===== src/rtl/div_issue_ctrl.sv =====
// Initiator side of the EX-stage divider handshake: operand sign handling, divider
// sequencing, result sign correction, divide-by-zero bypass and flush abort.
module div_issue_ctrl (
   input  logic        clk,
   input  logic        rst,
   input  logic        ex_div_valid,
   input  logic [1:0]  ex_op,
   input  logic [31:0] ex_src1,
   input  logic [31:0] ex_src2,
   input  logic        flush,
   output logic        stall,
   output logic [31:0] result,
   output logic        result_valid,
   output logic [31:0] div_dividend,
   output logic [31:0] div_divisor,
   output logic        div_en,
   output logic        div_flush,
   input  logic [31:0] div_quotient,
   input  logic [31:0] div_remainder,
   input  logic        div_ready
);

   typedef enum logic [2:0] {IDLE, BUSY, RESP, ABORT, RECOVER} state_t;

   state_t      state, state_nxt;
   logic        capture;
   logic        src2_zero;
   logic        src_signed;
   logic        is_mod_p0, is_signed_p0, s1_neg_p0, s2_neg_p0, bypass_p0;
   logic [31:0] dividend_p0, divisor_p0;
   logic [31:0] result_p1;
   logic [31:0] quo_fix, rem_fix;

   // Two's-complement negate when requested; 0x80000000 maps onto itself.
   function automatic logic [31:0] cond_negate(input logic signed [31:0] v, input logic neg);
      logic signed [31:0] n;
      n = -v;
      return neg ? n : v;
   endfunction

   assign src_signed = ~ex_op[1];
   assign src2_zero  = (ex_src2 == 32'd0);
   assign capture    = (state == IDLE) && ex_div_valid && !flush;
   assign quo_fix    = cond_negate(div_quotient,  is_signed_p0 & (s1_neg_p0 ^ s2_neg_p0));
   assign rem_fix    = cond_negate(div_remainder, is_signed_p0 & s1_neg_p0);

   always_comb begin
      state_nxt    = state;
      div_en       = 1'b0;
      div_flush    = 1'b0;
      result_valid = 1'b0;
      case (state)
         IDLE: begin
            if (capture)
               state_nxt = src2_zero ? RESP : BUSY;
         end
         BUSY: begin
            div_en = 1'b1;
            if (flush)
               state_nxt = ABORT;
            else if (div_ready)
               state_nxt = RESP;
         end
         RESP: begin
            result_valid = 1'b1;
            div_flush    = ~bypass_p0;
            state_nxt    = bypass_p0 ? IDLE : RECOVER;
         end
         ABORT: begin
            // Wait for the abandoned op to finish, then return the divider to idle.
            if (div_ready) begin
               div_flush = 1'b1;
               state_nxt = RECOVER;
            end
         end
         RECOVER: state_nxt = IDLE;
         default: state_nxt = IDLE;
      endcase
   end

   // Capture stage (_p0) and result stage (_p1)
   always_ff @(posedge clk) begin
      if (rst) begin
         state        <= IDLE;
         is_mod_p0    <= 1'b0;
         is_signed_p0 <= 1'b0;
         s1_neg_p0    <= 1'b0;
         s2_neg_p0    <= 1'b0;
         bypass_p0    <= 1'b0;
         dividend_p0  <= 32'd0;
         divisor_p0   <= 32'd0;
         result_p1    <= 32'd0;
      end else begin
         state <= state_nxt;
         if (capture) begin
            is_mod_p0    <= ex_op[0];
            is_signed_p0 <= src_signed;
            s1_neg_p0    <= src_signed & ex_src1[31];
            s2_neg_p0    <= src_signed & ex_src2[31];
            bypass_p0    <= src2_zero;
            dividend_p0  <= cond_negate(ex_src1, src_signed & ex_src1[31]);
            divisor_p0   <= cond_negate(ex_src2, src_signed & ex_src2[31]);
            if (src2_zero)
               result_p1 <= ex_op[0] ? ex_src1 : 32'd0;
         end
         if ((state == BUSY) && !flush && div_ready)
            result_p1 <= is_mod_p0 ? rem_fix : quo_fix;
      end
   end

   assign stall        = ex_div_valid & ~flush & ~result_valid;
   assign result       = result_p1;
   assign div_dividend = dividend_p0;
   assign div_divisor  = divisor_p0;

endmodule


===== config.mk =====
export PLATFORM = sky130hd
export DESIGN_NAME = div_issue_ctrl
export DESIGN_NICKNAME = d
export VERILOG_FILES = /design/src/rtl/div_issue_ctrl.sv
export SDC_FILE = /design/constraint.sdc
export NUM_CORES = 1
export LEC_CHECK = 0
export BUFFER_PORTS_ARGS = -buffer_cell sky130_fd_sc_hd__buf_2
export CAP_MARGIN = 15
export CELL_PAD_IN_SITES_DETAIL_PLACEMENT = 1
export CELL_PAD_IN_SITES_GLOBAL_PLACEMENT = 1
export CORE_UTILIZATION = 36
export DETAILED_ROUTE_END_ITERATION = 10
export PLACE_DENSITY_LB_ADDON = 0.1
export SKIP_CTS_REPAIR_TIMING = 1
export SYNTH_ARGS = -nofsm -noshare
export SYNTH_HDL_FRONTEND = slang
export SYNTH_SLANG_ARGS = --single-unit

===== constraint.sdc =====
create_clock -name clk -period 3.58 [get_ports clk]
set_input_delay 0.358 -clock clk [delete_from_list [all_inputs] [get_ports clk]]
set_output_delay 0.358 -clock clk [all_outputs]
set_load 0.05 [all_outputs]

# Word level (Yosys, flattened, before mapping)

Index checks and enable logic that the tools add are counted.

Reduce and logical (&&, ||, !) cells: 11
Eq/ne operators: 6
Add/sub/neg operators: 4
Bitwise gates (word level): 11
Mux-type cells: 20

Operators by type and width:

| operator                                      | number |
|---|---|
| 2-to-1 mux 32 bit                             | 9 |
| negator 32 bit                                | 4 |
| zero test 32 bit                              | 1 |
| 2-to-1 mux 3 bit                              | 5 |
| case mux 3 bit (4 select lines)               | 1 |
| bitwise AND 1 bit                             | 6 |
| == test 3 x 2 -> 1 bit, second input constant | 2 |
| logical AND 1 bit                             | 4 |
| inequality test 2 bit, second input constant  | 2 |
| NOT 1 bit                                     | 4 |
| nonzero test 2 bit                            | 2 |
| == test 3 x 1 -> 1 bit, second input constant | 1 |
| zero test 3 bit                               | 1 |
| 2-to-1 mux 1 bit                              | 3 |
| inequality test 3 bit, second input constant  | 1 |
| AND reduction 3 bit                           | 1 |
| 2-to-1 mux 2 bit                              | 1 |
| case mux 1 bit (2 select lines)               | 1 |
| AND reduction 2 bit                           | 1 |
| zero test 1 bit                               | 1 |
| XOR 1 bit                                     | 1 |

Output and inout port bits: 100
Logic and storage cells: 61
Input bits: 135
Bits in registers: 104

# Depth between registers and ports, before layout

Gate-level depths: netlist of run 1.

Word-level depth: 5
Gate-level depth with buffers: 10

# Worst setup path before layout of run 1

OpenSTA, ideal clock, no wires.

Path kind: input -> register
Start: input port ex_src2[11]
End: register result_p1[15], in the netlist result[15]
Arrival: 2.629 ns
Required time: 3.443 ns
Slack: 0.814 ns
Stages: 9
Path through: or4_1 -> buf_2 -> or3_4 -> buf_6 -> or4_4 -> buf_6 -> buf_4 -> a211oi_1 -> a211oi_1

Cells in the longest elaborated chain, start to end: 3

Ends and longest elaborated chain:

| element                       | line | RTL |
|---|---|---|
| start: declaration            | 9    | `input logic [31:0] ex_src2,` |
| zero test 32 bit              | 42   | `assign src2_zero = (ex_src2 == 32'd0);` |
| nonzero test 2 bit (no line)  | --   |  |
| AND reduction 2 bit (no line) | --   |  |
| end signal: assignment        | 104  | `result_p1 <= ex_op[0] ? ex_src1 : 32'd0;` |
| end signal: assignment        | 107  | `result_p1 <= is_mod_p0 ? rem_fix : quo_fix;` |
| end: declaration              | 31   | `logic [31:0] result_p1;` |

No other way between the ends.
A chain may end at the register's enable or synchronous reset.

# Worst setup path after layout of run 1

Start: input port ex_src2[11]
End: register result_p1[28], in the netlist result[28]

The elaborated chain is that of the path after synthesis.

==> impl_metrics.yaml, run 1 <==
detailed_routing:
  drtPass1Iterations: 5
  drc: 0
  viasPerCell: 5.53
  avgRoutedWirePerCell_um: 18.8
  vias: 7691
  drtAntennaViolNets: 0
  wirelength_um: 26200
  drtIter0Drc: 377
synthesis:
  synth_edf_count: 0
  yosys_warnings: 0
  avgSynthCellArea_um2: 7.60
  synthAdderAreaFrac_pct: 0.711
  netlist_area_um2: 7040
  synth_flop_cell: "dfxtp_1"
  synth.area.top_cells: "dfxtp_1 (30%), xnor2_1 (7.3%), a211oi_1 (6.8%)"
  synth_compound_area_share_pct: 25.9
  yosys.area.top_type: "dfxtp_1"
  synth_simple_gate_area_share_pct: 24.5
  synthXorXnorAreaFrac_pct: 13.8
  synth_mux_area_share_pct: 0.569
  ys_seq_area_share_pct: 29.6
  ys_ff_latch: 104
  synth_async_sr_flop_share_pct: 0
  synth_top_area_share_pct: 29.6
  synth_top_family_by_area: "compound AO/OA/AOI/OAI gates"
  syn_inst: 926
  synth.distinct_cells: 61
  synthesis.nets: 1065
setup_path:
  arrival_ns: 2.82
  critPathMaxStageDelay_ns: 0.70
  r2r_start: "state[0]$_SDFFE_PP0P_"
  r2r-end: "result[20]$_SDFFE_PP0P_"
  worstSetupEndpointType: "flop"
  crit_fanout: 17
  criticalPathCategory: "primary input to flop"
  crit_path_cell_trace: "buf_2 > or4_1 > or3_4 > or4_4 > and3_1 > a31oi_1 > a21oi_1"
  ff2ff_path_depth: 7
  crit_cells: 7
  start_kind: "primary input"
  crit_buf_inv: 1
  required_ns: 3.81
  cpMaxStageDelayCell: "or4_4"
  startpoint: "ex_src2[11]"
  r2r_setup_slack_ns: 1.03
  crit_family: "simple AND/OR/NAND/NOR gates"
cts:
  cts.reportedPaths.clkPinSlew_ns: 0.07
  cts.sinks: 104
  cts_tree: "done"
  cts.htree.levels: 3
  root_buffer: "clkbuf_16"
  clk_latency_ns: 0.35
  cts_buffer_depth: 2
  cts_buffers: 9
final_layout:
  drive_above_1_share_pct: 25.0
  finish.net_count: 1265
  finalInstanceArea_um2: 8740
  area_delta_synth_final_pct: 24.1
global_route:
  antenna_found_initial: 1
  grt_max_degree: 45
  grt_pass1_wl_um: 40400
  grt_pass1_vias: 7268
  track_usage_pct: 25.8
  overflow: 0
placed_design:
  post_dp_cell_area_um2: 8450
  dp_hpwl_um: 20700
  pre_cts_ws_ns: 0.628
  port-buffer-count: 234
  place_congestion: 0.868
timing:
  worst_slack_ns: 0.987
  skew_ns: 0.00588
  worst_pin_slew_ns: 1.09
  finalSetupTns_ns: 0
  fmaxAchievable_mhz: 386
  whs_ns: 0.282
  period_minus_slack_ns: 2.59
  min_period_over_period_pct: 72.4
  rsz0062_at_grt: "false"
  hold_viol: 0
  slew_violations: 0
  setup_viol: 0
  slew_headroom_pct: 27.2
power_and_ir_drop:
  p_leak_nw: 3.52
  ir_drop_uv: 182
  power_density_nw_per_um2: 391
  p_total_mw: 3.42
floorplanning:
  die-area_um2: 20100
  fp.dieH_um: 142
  die_x_um: 142
  start_util_pct: 37.1
  core_area_um2: 19000
  ios: 235
  num_rows: 50
worst_hold_path:
  holdPathEnd: "div_divisor[0]$_SDFFE_PP0P_"
  min_path_cells: 3
  holdCritPathClass: "primary input to flop"
  hp-start: "ex_src2[0]"
run_status:
  outcome: "complete, no violations"
job:
  drv_cap: 0
worst max-delay path by stage:
stage                         endpoint  slack, ns
2_1_floorplan  result[15]$_SDFFE_PP0P_       0.81
6_report       result[28]$_SDFFE_PP0P_       0.99
5_1_grt        result[20]$_SDFFE_PP0P_       0.78
3_3_place_gp   result[20]$_SDFFE_PP0P_       0.66
3_5_place_dp   result[31]$_SDFFE_PP0P_       0.63
4_1_cts        result[28]$_SDFFE_PP0P_       0.99
flip-flops by register name (all words and copies together) (netlist names):
signal and cells:
div_dividend 32, div_divisor 32, result 32, state 3, bypass_p0 1, is_mod_p0 1, is_signed_p0 1, s1_neg_p0 1
s2_neg_p0 1
metal layers:
| layer | GRT usage [%] | vias to the layer above | share of wire (%) |
|---|---|---|---|
| li1 | - | 3813 | - |
| met1 | 35.6 | 3636 | 47 |
| met2 | 42.4 | 218 | 47 |
| met3 | 2.77 | 24 | 4.3 |
| met4 | 7.19 | 0 | 1.7 |
| met5 | 0 | - | 0 |
report_power, final:
group | internal [mW] | total, mW | switching (mW)
Clock | 0.497 | 0.975 | 0.477
Combinational | 0.329 | 1.12 | 0.793
Sequential | 1.26 | 1.32 | 0.0614
Total | 2.09 | 3.42 | 1.33
placed cells by master, fill, tap and decap left out, types with 11 or more instances in the layout:
cell type / n
or3_1: 16
a211oi_1: 64
o41ai_1: 13
dfxtp_1: 104
o31ai_1: 13
nor3_1: 35
nor2_1: 122
o21ai_0: 26
buf_4: 21
buf_2: 233
a31oi_1: 40
inv_1: 16
nand2_1: 66
xnor2_1: 59
a21oi_1: 59
a22oi_1: 11
xor2_1: 52
or4_1: 11
nor4_1: 19
nand3_1: 21
Yosys cell counts, types with 13 or more instances:
cell type	number
nor2_1	123
dfxtp_1	104
nand2_1	66
a211oi_1	64
clkbuf_1	60
a21oi_1	59
xnor2_1	59
xor2_1	52
a31oi_1	40
nor3_1	36
o21ai_0	26
nand3_1	21
nor4_1	19
inv_1	16
or3_1	16
o31ai_1	13
o41ai_1	13
metrics by stage:
| step | instances | util [%] |
|---|---|---|
| after floorplan | 926 | - |
| after CTS | 1391 | 46.1 |
| after global routing | 1392 | 46.1 |
| after detailed placement | 1375 | 44.6 |
| after global placement | 1375 | 44.6 |
| final | 1392 | 46.1 |
final cells by class:
| class | count | area (um^2) |
|---|---|---|
| clock buffer | 11 | 243 |
| inverter | 16 | 60.1 |
| fill | 2451 | 10200 |
| tap | 260 | 325 |
| antenna | 1 | 2.50 |
| clock inverter | 5 | 41.3 |
| multi-input combinational | 739 | 4620 |
| timing repair buffer | 256 | 1360 |
| sequential | 104 | 2080 |
worst min-delay path: stages:
cell	delay, ns
buf_2	0.11
nand2_1	0.06
a21oi_1	0.05
kinds of logic (layout without fill, tap and decap cells):
group	count (synthesis)	in the layout
flip-flops	104	104
other	0	1
buffers and inverters	83	288
AO/OA/AOI/OAI	272	272
AND/OR/NAND/NOR	348	348
adder cells (fa/ha/maj)	4	4
XOR/XNOR	111	111
multiplexers	4	4
Note: power is estimated with default switching activity, not from simulation.
==> run 2: changes to the inputs <==
==> constraint.sdc (replaced) <==
create_clock -name clk -period 2.7 [get_ports clk]
set_input_delay 0.27 -clock clk [delete_from_list [all_inputs] [get_ports clk]]
set_output_delay 0.27 -clock clk [all_outputs]
set_load 0.05 [all_outputs]
==> run 2 against run 1 <==
Non-clock buffer count rose by 25. First-iteration DRC count grew 11%. Sequential share of layout area fell by 0.54 points. Count of clock-buffer cells in the layout unchanged. Total power rose by 34%. Clock skew barely moved. Combinational power rose by 34%. Critical path type unchanged. Critical endpoint is now result[8]$_SDFFE_PP0P_. Largest cell class unchanged. Highest routed layer unchanged.
==> impl_metrics.yaml, run 2 (synthesis results as in run 1) <==
setup_path:
  crit_buf_inv: 1
  crit_cells: 7
  crit_fanout: 18
  start_kind: "primary input"
  criticalPathCategory: "primary input to flop"
  crit_path_cell_trace: "buf_2 > or4_1 > or3_4 > or4_4 > nand2_8 > nor2_1 > a211oi_1"
  required_ns: 2.96
  cpMaxStageDelayCell: "or4_4"
  worstSetupEndpointType: "flop"
  ff2ff_path_depth: 6
  critPathMaxStageDelay_ns: 0.67
  r2r_setup_slack_ns: 0.53
  arrival_ns: 2.58
  crit_family: "simple AND/OR/NAND/NOR gates"
detailed_routing:
  drtAntennaViolNets: 0
  viasPerCell: 5.46
  drc: 0
  drtIter0Drc: 418
  avgRoutedWirePerCell_um: 18.7
  wirelength_um: 26500
  vias: 7738
  drtPass1Iterations: 5
power_and_ir_drop:
  ir_drop_uv: 236
  p_leak_nw: 3.65
  p_total_mw: 4.58
  power_density_nw_per_um2: 512
cts:
  cts_buffers: 9
  cts.htree.levels: 3
  root_buffer: "clkbuf_16"
  cts.sinks: 104
  cts_tree: "done"
  cts.reportedPaths.clkPinSlew_ns: 0.07
  clk_latency_ns: 0.36
  cts_buffer_depth: 2
global_route:
  grt_max_degree: 67
  antenna_found_initial: 0
  grt_pass1_vias: 7420
  track_usage_pct: 26.4
  grt_pass1_wl_um: 41300
  overflow: 0
floorplanning:
  core_area_um2: 19000
  die_x_um: 142
  fp.dieH_um: 142
  num_rows: 50
  start_util_pct: 37.1
  ios: 235
  die-area_um2: 20100
timing:
  setup_viol: 0
  worst_pin_slew_ns: 0.743
  rsz0062_at_grt: "false"
  fmaxAchievable_mhz: 430
  slew_violations: 0
  period_minus_slack_ns: 2.33
  slew_headroom_pct: 50.5
  hold_viol: 0
  min_period_over_period_pct: 86.2
  skew_ns: 0.00614
  finalSetupTns_ns: 0
final_layout:
  area_delta_synth_final_pct: 27.0
  instances_no_fill: 1416
  final_cell_mix: "buf_2 (233), nor2_1 (122), dfxtp_1 (104), nand2_1 (66), a211oi_1 (64)"
  final_common_cell: "buf_2"
  final_util_pct: 47.2
  n_antenna_cell: 0
  fillCellCount: 2429
  finish.net_count: 1290
  drive_above_1_share_pct: 26.6
run_status:
  outcome: "complete, no violations"
placed_design:
  port-buffer-count: 234
  place_congestion: 0.923
  dp_hpwl_um: 21200
  dp_cells: 1400
job:
  drv_cap: 0
worst_hold_path:
  min_path_cells: 3
  holdCritPathClass: "primary input to flop"
run 2: where the power goes:
part | internal (mW) | switching [mW]
Clock | 0.719 | 0.611
Sequential | 1.67 | 0.0773
Combinational | 0.443 | 1.05
run 2: area by class of cell:
cell class | count | area, um^2 | share of cell area, %
well taps | 260 | 325 | 3.64
clock inverters | 5 | 57.6 | 0.644
clock buffers | 11 | 233 | 2.60
flip-flops and latches | 104 | 2080 | 23.3
multi-input cells | 739 | 4620 | 51.7
repair buffers | 281 | 1560 | 17.5
inverters | 16 | 60.1 | 0.672
run 2: path summary, 6_finish.rpt:
kind,start,end
max,ex_src2[11],result[8]$_SDFFE_PP0P_
min,ex_src2[0],div_divisor[0]$_SDFFE_PP0P_
max reg2reg,s1_neg_p0$_SDFFE_PP0P_,result[26]$_SDFFE_PP0P_
min reg2reg,div_divisor[24]$_SDFFE_PP0P_,div_divisor[24]$_SDFFE_PP0P_
run 2: per-stage QoR:
stage / area (um^2) / worst slack (ns) / hold slack (ns)
2_1_floorplan: 7040 / 0.0220 / 0.366
3_3_place_gp: 8650 / 0.0339 / 0.436
3_5_place_dp: 8650 / 0.0150 / 0.450
4_1_cts: 8940 / 0.381 / 0.186
5_1_grt: 8940 / 0.298 / 0.216
6_report: 8940 / 0.374 / 0.192
run 2: per-layer routing:
layer | vias to the layer above | wire [um] | global-route usage (%)
li1 | 3852 | - | -
met1 | 3631 | 12500 | 36.2
met4 | 0 | 621 | 8.60
met3 | 38 | 1270 | 4.45
met5 | - | 0 | 0
met2 | 217 | 12000 | 41.9
run 2: worst min-delay path, delay by kind of cell:
kind | cells | cell delay, ns
AND/OR/NAND/NOR | 1 | 0.06
AO/OA/AOI/OAI | 1 | 0.05
buffers and inverters | 1 | 0.12
==> run 3: changes to the inputs <==
--- a/config.mk
+++ b/config.mk
@@ -11,7 +11,9 @@
 export CELL_PAD_IN_SITES_GLOBAL_PLACEMENT = 1
 export CORE_UTILIZATION = 36
 export DETAILED_ROUTE_END_ITERATION = 10
+export MAX_ROUTING_LAYER = met4
 export PLACE_DENSITY_LB_ADDON = 0.1
+export RECOVER_POWER = 25
 export SKIP_CTS_REPAIR_TIMING = 1
 export SYNTH_ARGS = -nofsm -noshare
 export SYNTH_HDL_FRONTEND = slang
==> run 3 against run 2 <==
First-iteration DRC count decreased by 8.1%. Register-to-register slack about the same. Design area increased by 0.13%. Sequential cell count unchanged. Clock power increased by 17%. Combinational power about the same. Core utilization increased by 0.059 points. Clock skew increased by 0.0015 ns. Total power increased by 4.9%.
==> impl_metrics.yaml, run 3 (synthesis results as in run 1) <==
run_status:
  outcome: "complete, no violations"
setup_path:
  r2r_start: "state[0]$_SDFFE_PP0P_"
  arrival_ns: 2.59
  criticalPathCategory: "primary input to flop"
  setup.worst_path.end: "result[28]$_SDFFE_PP0P_"
  startpoint: "ex_src2[11]"
  r2r_setup_slack_ns: 0.53
  start_kind: "primary input"
  r2r-end: "result[25]$_SDFFE_PP0P_"
  ff2ff_path_depth: 8
  required_ns: 2.94
  crit_fanout: 13
  worstSetupEndpointType: "flop"
floorplanning:
  fp.dieH_um: 142
  die_x_um: 142
  start_util_pct: 37.1
  num_rows: 50
  ios: 235
  die-area_um2: 20100
  core_area_um2: 19000
global_route:
  track_usage_pct: 27.8
  grt_pass1_vias: 7526
  grt_max_degree: 42
  grt_pass1_wl_um: 41900
  antenna_found_initial: 2
  overflow: 0
cts:
  cts_buffers: 9
  clk_latency_ns: 0.36
  root_buffer: "clkbuf_16"
  cts.sinks: 104
  cts.reportedPaths.clkPinSlew_ns: 0.07
  cts.htree.levels: 3
  cts_buffer_depth: 2
  cts_tree: "done"
detailed_routing:
  drc: 0
  drtAntennaViolNets: 0
  avgRoutedWirePerCell_um: 19.0
  drtIter0Drc: 384
  viasPerCell: 5.54
  vias: 7866
  drtPass1Iterations: 5
  wirelength_um: 26900
timing:
  setup_viol: 0
  period_minus_slack_ns: 2.35
  whs_ns: 0.202
  hold_viol: 0
  skew_ns: 0.00769
  min_period_over_period_pct: 87.0
  slew_violations: 0
  worst_pin_slew_ns: 0.728
  fmaxAchievable_mhz: 426
  slew_headroom_pct: 51.5
  rsz0062_at_grt: "false"
worst_hold_path:
  hp-start: "ex_src2[0]"
  min_path_cells: 3
  holdCritPathClass: "primary input to flop"
power_and_ir_drop:
  p_leak_nw: 3.50
  p_int_mw: 3.04
  p_sw_mw: 1.76
  sequentialPowerShare_pct: 36.6
  sw_frac_of_total_pct: 36.6
  clockPowerShare_pct: 32.4
  power_density_nw_per_um2: 536
  combPwrFrac_pct: 31.0
  ir_drop_uv: 237
  p_total_mw: 4.80
final_layout:
  final_cell_mix: "buf_2 (183), nor2_1 (122), dfxtp_1 (104), nand2_1 (66), a211oi_1 (64)"
  final_common_cell: "buf_2"
  finalInstanceArea_um2: 8950
  instances_no_fill: 1419
  finish.net_count: 1291
  drive_above_1_share_pct: 22.5
  area_delta_synth_final_pct: 27.2
job:
  drv_cap: 0
placed_design:
  place_congestion: 0.924
  post_dp_cell_area_um2: 8660
  dp_hpwl_um: 21600
  port-buffer-count: 234
  dp_cells: 1401
[run 3: power by group through the flow]
stage | logic (mW) | registers [mW] | clock network (mW)
after detailed placement | 1.51 | 1.79 | 0
after CTS | 1.52 | 1.75 | 1.58
after global placement | 1.50 | 1.79 | 0
final | 1.49 | 1.76 | 1.56
after global routing | 1.60 | 1.77 | 1.64
after floorplan | 0.545 | 2.22 | 0
[run 3: worst min path at each step]
stage                     slack (ns)                       endpoint
final                           0.20    div_divisor[0]$_SDFFE_PP0P_
after floorplan                 0.37      is_signed_p0$_SDFFE_PP0P_
after detailed placement        0.45   div_divisor[24]$_SDFFE_PP0P_
after CTS                       0.19    div_divisor[1]$_SDFFE_PP0P_
after global placement          0.44  div_dividend[22]$_SDFFE_PP0P_
after global routing            0.21    div_divisor[0]$_SDFFE_PP0P_
[run 3: routing by layer]
layer / global-route usage (%) / vias to the layer above / wire [um]
met4: 9.90 / 0 / 623
met1: 35.7 / 3723 / 12400
met3: 4.05 / 39 / 1390
li1: - / 3873 / -
met5: - / - / 0
met2: 44.2 / 231 / 12600
[run 3: area by class of cell]
| type | instances | area, um^2 |
|---|---|---|
| fill | 2476 | 10000 |
| multi-input combinational | 739 | 4620 |
| timing repair buffer | 282 | 1510 |
| inverter | 16 | 60.1 |
| clock buffer | 10 | 239 |
| antenna | 2 | 5.00 |
| tap | 260 | 325 |
| sequential | 104 | 2080 |
| clock inverter | 6 | 113 |
[run 3: worst max-delay path: stages]
cell,delay [ns]
buf_2,0.11
or4_1,0.56
or3_4,0.45
or4_4,0.68
and3_1,0.24
a31oi_1,0.18
a21oi_1,0.10
[run 3: per-stage QoR]
step | util, % | TNS, ns | worst slack (ns)
after floorplan | - | 0 | 0.0220
after global placement | 45.7 | 0 | 0.0151
after detailed placement | 45.7 | -0.00873 | -0.00873
after CTS | 47.5 | 0 | 0.366
after global routing | 47.2 | 0 | 0.313
final | 47.2 | 0 | 0.350
